--- config.mk ---
export PLATFORM = sky130hd
export DESIGN_NAME = div_n_jk_driver
export DESIGN_NICKNAME = d
export VERILOG_FILES = /design/src/rtl/div_n_jk_driver_pkg.sv /design/src/rtl/div_n_jk_driver_counter.sv /design/src/rtl/div_n_jk_driver.sv
export SDC_FILE = /design/constraint.sdc
export NUM_CORES = 1
export LEC_CHECK = 0
export ABC_AREA = 0
export ABC_CLOCK_PERIOD_IN_PS = 14050
export CORE_ASPECT_RATIO = 1.75
export CORE_UTILIZATION = 50
export DETAILED_ROUTE_END_ITERATION = 16
export PLACE_DENSITY = 0.73
export SETUP_SLACK_MARGIN = 0.5
export SLEW_MARGIN = 5
export SYNTH_ARGS = -nofsm -noshare
export SYNTH_HDL_FRONTEND = slang
export SYNTH_HIERARCHICAL = 1
export SYNTH_SLANG_ARGS = --single-unit
--- constraint.sdc ---
create_clock -name clk -period 14.05 [get_ports clk]
set_clock_uncertainty 0.15 [all_clocks]
set_input_delay 2.81 -clock clk [delete_from_list [all_inputs] [get_ports clk]]
set_output_delay 2.81 -clock clk [all_outputs]
set_load 0.005 [all_outputs]
--- src/rtl/div_n_jk_driver_pkg.sv ---
// Shared types and constants for the divide-by-N J-K driver.
// Holds the FSM states, the J-K drive codes and the minimum legal divisor.
package div_n_jk_driver_pkg;

    typedef enum logic {
        ST_IDLE = 1'b0,
        ST_RUN  = 1'b1
    } state_e;

    typedef enum logic [1:0] {
        JK_HOLD  = 2'b00,
        JK_RESET = 2'b01,
        JK_SET   = 2'b10
    } jk_code_e;

    localparam int unsigned MIN_DIV = 2;

    // Picks the J-K code that moves a flip-flop from cur to nxt; never yields 11.
    function automatic jk_code_e jk_encode(input logic cur, input logic nxt);
        jk_code_e code;
        case ({cur, nxt})
            2'b01:   code = JK_SET;
            2'b10:   code = JK_RESET;
            default: code = JK_HOLD;
        endcase
        return code;
    endfunction

endpackage

--- src/rtl/div_n_jk_driver_counter.sv ---
// Modulo-n period counter: counts 0..n-1 while running, wraps, holds 0 otherwise.
// Exposes its next value so the parent can register outputs aligned to the count.
module div_n_counter #(
    parameter int WIDTH = 4
) (
    input  logic             clk_i,
    input  logic             rst_i,
    input  logic             run_i,
    input  logic [WIDTH-1:0] n_i,
    output logic [WIDTH-1:0] cnt_o,
    output logic [WIDTH-1:0] cnt_d_o,
    output logic             last_o
);

    logic [WIDTH-1:0] cnt_q;
    logic [WIDTH-1:0] cnt_d;
    logic             last_s;

    // Next count: advance inside a period, back to 0 on wrap, idle or reset.
    always_comb begin
        last_s = run_i && (cnt_q == (n_i - WIDTH'(1)));
        cnt_d  = '0;
        if (rst_i) begin
            cnt_d = '0;
        end else if (run_i && !last_s) begin
            cnt_d = cnt_q + WIDTH'(1);
        end else begin
            cnt_d = '0;
        end
    end

    // Count register.
    always_ff @(posedge clk_i) begin
        if (rst_i) begin
            cnt_q <= '0;
        end else begin
            cnt_q <= cnt_d;
        end
    end

    assign cnt_o   = cnt_q;
    assign cnt_d_o = cnt_d;
    assign last_o  = last_s;

endmodule

--- src/rtl/div_n_jk_driver.sv ---
// Divide-by-N waveform generator with divisor load handshake and J-K drive.
// j/k look one cycle ahead so an external J-K flip-flop reproduces div_out exactly.
module div_n_jk_driver
    import div_n_jk_driver_pkg::*;
#(
    parameter int WIDTH   = 4,
    parameter int RST_DIV = 3
) (
    input  logic             clk,
    input  logic             rst,
    input  logic             en,
    input  logic [WIDTH-1:0] div_val,
    input  logic             div_load,
    output logic             div_ack,
    output logic             div_err,
    output logic             j,
    output logic             k,
    output logic             div_out,
    output logic             tick,
    output logic             running
);

    localparam logic [WIDTH-1:0] RST_N = WIDTH'(RST_DIV);
    localparam logic [WIDTH-1:0] MIN_N = WIDTH'(MIN_DIV);

    state_e           state_q, state_d;
    logic [WIDTH-1:0] cur_n_q, cur_n_d;
    logic [WIDTH-1:0] pend_q, pend_d;
    logic             ack_q, ack_d;
    logic             err_q, err_d;
    logic             div_out_q, div_out_d;
    logic             tick_q, tick_d;
    logic             run_q, run_d;
    logic [WIDTH-1:0] cnt_s;
    logic [WIDTH-1:0] cnt_d_s;
    logic             last_s;
    logic [WIDTH:0]   half_s;
    jk_code_e         jk_s;
    logic [1:0]       jk_bits_s;

    div_n_counter #(.WIDTH(WIDTH)) u_counter (
        .clk_i   (clk),
        .rst_i   (rst),
        .run_i   (state_q == ST_RUN),
        .n_i     (cur_n_q),
        .cnt_o   (cnt_s),
        .cnt_d_o (cnt_d_s),
        .last_o  (last_s)
    );

    // FSM, divisor handshake and next values of the registered outputs.
    // In RUN the ack is raised on the cycle before the period-ending edge so it
    // is visible on the last cycle; the new divisor lands on that edge.
    always_comb begin
        state_d = state_q;
        cur_n_d = cur_n_q;
        pend_d  = pend_q;
        ack_d   = 1'b0;
        err_d   = 1'b0;
        if (rst) begin
            state_d = ST_IDLE;
            cur_n_d = RST_N;
            pend_d  = RST_N;
        end else begin
            case (state_q)
                ST_IDLE: begin
                    if (div_load && !ack_q) begin
                        ack_d = 1'b1;
                        if (div_val < MIN_N) begin
                            err_d = 1'b1;
                        end else begin
                            cur_n_d = div_val;
                        end
                    end else begin
                        ack_d = 1'b0;
                    end
                    state_d = en ? ST_RUN : ST_IDLE;
                end
                ST_RUN: begin
                    if (div_load && !ack_q && (cnt_s == (cur_n_q - WIDTH'(2)))) begin
                        ack_d = 1'b1;
                        if (div_val < MIN_N) begin
                            err_d = 1'b1;
                        end else begin
                            pend_d = div_val;
                        end
                    end else begin
                        ack_d = 1'b0;
                    end
                    if (last_s) begin
                        if (ack_q && !err_q) begin
                            cur_n_d = pend_q;
                        end else begin
                            cur_n_d = cur_n_q;
                        end
                        state_d = en ? ST_RUN : ST_IDLE;
                    end else begin
                        state_d = ST_RUN;
                    end
                end
                default: state_d = ST_IDLE;
            endcase
        end

        half_s    = ({1'b0, cur_n_d} + {{WIDTH{1'b0}}, 1'b1}) >> 1;
        run_d     = (state_d == ST_RUN);
        div_out_d = run_d && ({1'b0, cnt_d_s} < half_s);
        tick_d    = run_d && (cnt_d_s == (cur_n_d - WIDTH'(1)));
        jk_s      = jk_encode(div_out_q, div_out_d);
        jk_bits_s = jk_s;
    end

    // State and output registers.
    always_ff @(posedge clk) begin
        if (rst) begin
            state_q   <= ST_IDLE;
            cur_n_q   <= RST_N;
            pend_q    <= RST_N;
            ack_q     <= 1'b0;
            err_q     <= 1'b0;
            div_out_q <= 1'b0;
            tick_q    <= 1'b0;
            run_q     <= 1'b0;
        end else begin
            state_q   <= state_d;
            cur_n_q   <= cur_n_d;
            pend_q    <= pend_d;
            ack_q     <= ack_d;
            err_q     <= err_d;
            div_out_q <= div_out_d;
            tick_q    <= tick_d;
            run_q     <= run_d;
        end
    end

    assign div_ack = ack_q;
    assign div_err = err_q;
    assign div_out = div_out_q;
    assign tick    = tick_q;
    assign running = run_q;
    assign j       = jk_bits_s[1];
    assign k       = jk_bits_s[0];

endmodule

==> results.toml <==
[drt]
drc_errors = 0
drt-met1-wl_um = 954
vias = 963
highest_layer = "met4"
wl_um = 2460
ant_nets = 0
dr_wl_met2_um = 1420
drt_iter0_drc = 16
wl_met3_um = 55
drt-pass1-iter-count = 4
vias_per_cell = 5.70
avgRoutedWirePerCell_um = 14.6

[worst_setup_path]
rr_startpoint = "cur_n_q[0]"
worstPathMaxFanout = 7
r2r_end = "div_out"
critical_path_arrival_ps = 5960
critPathLaunchType = "primary input"
crit_required_ps = 11090
crit_type = "primary input to output pin"
r2r_setup_slack_ps = 9980
setup.worst_path.end_class = "output pin"
r2r_cells = 17

[cts]
cts_tree = "built"
cts.sinks = 17
numCtsBuffers = 3
cts_setup_buffers = 0
cts_resized = 0
path_clk_slew_ps = 70
clock_path_buffers = 2
cts_root_buf = "clkbuf_8"
htree_levels = 1
clock_latency_ps = 250
hold_buffers = 0

[power]
powerDensity_nw_per_um2 = 88.5
ir_drop_mv = 0.0708
p_leak_nw = 0.578

[finish]
layout-drive-gt1-share_pct = 9.72
nets = 161
regArea_um2 = 340
fill_cells = 218
n_antenna_cell = 0
multi_input_area_um2 = 788
syn_to_final_growth_pct = 17.1

[sta]
worst_pin_slew_ps = 659
relSlewSlack_pct = 55.4
hold_ws_ps = 332
final-hold-violation-count = 0
fin_setup_tns_ps = 0
rsz0062_at_grt = "false"
fmax_mhz = 112
setup_viol = 0
fin_crit_sh_pct = 63.5
finalCriticalPeriod_ps = 8920
report.final.slew_viol_count = 0

[synthesis]
netlist_instances = 129
syn_area_um2 = 1180
yosys_warnings = 6
synth_commonest_cells = "dfxtp_1 (17), nor2_1 (11), xnor2_1 (11)"
synthArstFlopShare_pct = 0
yosysTopAreaCellShare_pct = 28.7
avgSynthCellArea_um2 = 9.19
synth_edf_count = 0
ys_ff_latch = 17
ys_seq_area_share_pct = 28.7
ys_types = 42
synth_top_area_cell = "dfxtp_1"
ys_top_cells_by_area = "dfxtp_1 (29%), ha_1 (8.4%), xnor2_1 (8.1%), a211oi_1 (6.3%), xor2_1 (5.2%)"
syn_nets = 145
yosysMostFrequentCell = "dfxtp_1"
synthFlopType = "dfxtp_1"

[place]
io_buffers = 14
place_hpwl_um = 1950
routabilityCongestion = 0.852

[outcome]
outcome = "finished clean"

[hold_path]
worstHoldPathCells = 1
worstHoldStart = "pend_q[0]"
min_to = "pend_q[0]"
min-delay-path-class = "flop to flop"

[global_route]
grt_start_max_net_pins = 14
grt_pass1_vias = 979
grt_overflow_total = 0
grt_pass1_wl_um = 4060
antenna_found_initial = 0
gr-usage-all-layers_pct = 22.2

[job]
max_cap_violations = 0

[floorplanning]
boundaryPins = 15
std_cell_rows = 23
die_area_um2 = 2580
chipWidth_um = 38.8
initial_core_util_pct = 52.1
core_um2 = 2270
die_y_um = 66.4
## critical path, cell delays in order
cell and delay [ps]:
clkdlybuf4s50_1 480, nand2b_1 190, o21ai_0 210, a31oi_1 170
or2_2 330, ha_1 220, xnor2_1 200, ha_1 260
a21oi_1 130, nor2b_1 50, o21ai_0 160, nand3b_1 130
and2_1 170, clkdlybuf4s50_1 430
## cells in the final DEF, fill, tap and decap left out, types with 2 or more instances in the layout
master	netlist	layout
xnor2_1	11	11
a21oi_1	2	2
and2_1	2	2
nor2b_1	2	2
clkdlybuf4s50_1	0	14
a211oi_1	10	10
or2_2	2	2
nand2_1	2	2
mux2i_1	6	6
dfxtp_1	17	17
a22oi_1	2	2
xor2_1	7	7
clkbuf_8	0	3
nand3_1	4	4
nand3b_1	2	2
nor2_1	11	11
o21ai_0	2	2
nand2b_1	5	5
inv_1	10	10
ha_1	8	8
## area by class of cell
| type | count | area share [%] |
|---|---|---|
| Clock buffer | 3 | 2.98 |
| Multi-Input combinational cell | 98 | 56.8 |
| Timing Repair Buffer | 14 | 10.1 |
| Tap cell | 25 | 2.25 |
| Sequential cell | 17 | 24.5 |
| Inverter | 11 | 2.98 |
| Clock inverter | 1 | 0.361 |
## sequential cells by signal (all words and copies together) (netlist names)
signal / count
cur_n_q: 4
div_ack: 1
div_err: 1
div_out: 1
pend_q: 4
running: 1
tick: 1
u_counter/cnt_o: 4
## power by group
part	switching, mW	total [mW]	internal (mW)
logic	0.0163	0.0324	0.0161
clock network	0.0168	0.0364	0.0197
registers	0.00332	0.0539	0.0506
total	0.0364	0.123	0.0864
## worst max path at each step
stage | start | endpoint | slack, ps | cells past startpoint
floorplan | div_load | k | 6350 | 13
global placement | div_val[3] | k | 5290 | 14
detailed placement | div_load | j | 5170 | 14
CTS | div_load | j | 5140 | 14
global route | div_load | j | 4890 | 14
finish | div_load | k | 5130 | 14
## layer usage
layer | global-route usage, % | vias up
met4 | 7.76 | 0
met5 | 0 | -
li1 | - | 486
met2 | 44.2 | 14
met3 | 2.02 | 2
met1 | 21.2 | 461
## logic make-up after synthesis
| group | Yosys count | share of synthesized area [%] |
|---|---|---|
| simple gates | 41 | 21.5 |
| compound gates | 24 | 16.2 |
| xor+xnor | 19 | 15.3 |
| flops | 17 | 28.7 |
| buf+inv | 14 | 4.75 |
| fa+ha+maj | 8 | 8.45 |
| mux | 6 | 5.07 |
## metrics by stage
stage / utilization (%) / std cells / setup WS, ps / total power, mW / cell area [um^2]
5_1_grt: 61.0 / 169 / 4890 / 0.130 / 1390
2_1_floorplan: - / 129 / 6350 / 0.0771 / 1180
3_5_place_dp: 59.0 / 165 / 5170 / 0.0874 / 1340
6_report: 61.0 / 169 / 5130 / 0.123 / 1390
3_3_place_gp: 59.0 / 165 / 5290 / 0.0865 / 1340
4_1_cts: 61.0 / 169 / 5140 / 0.124 / 1390
Note: power is estimated with default switching activity, not from simulation.
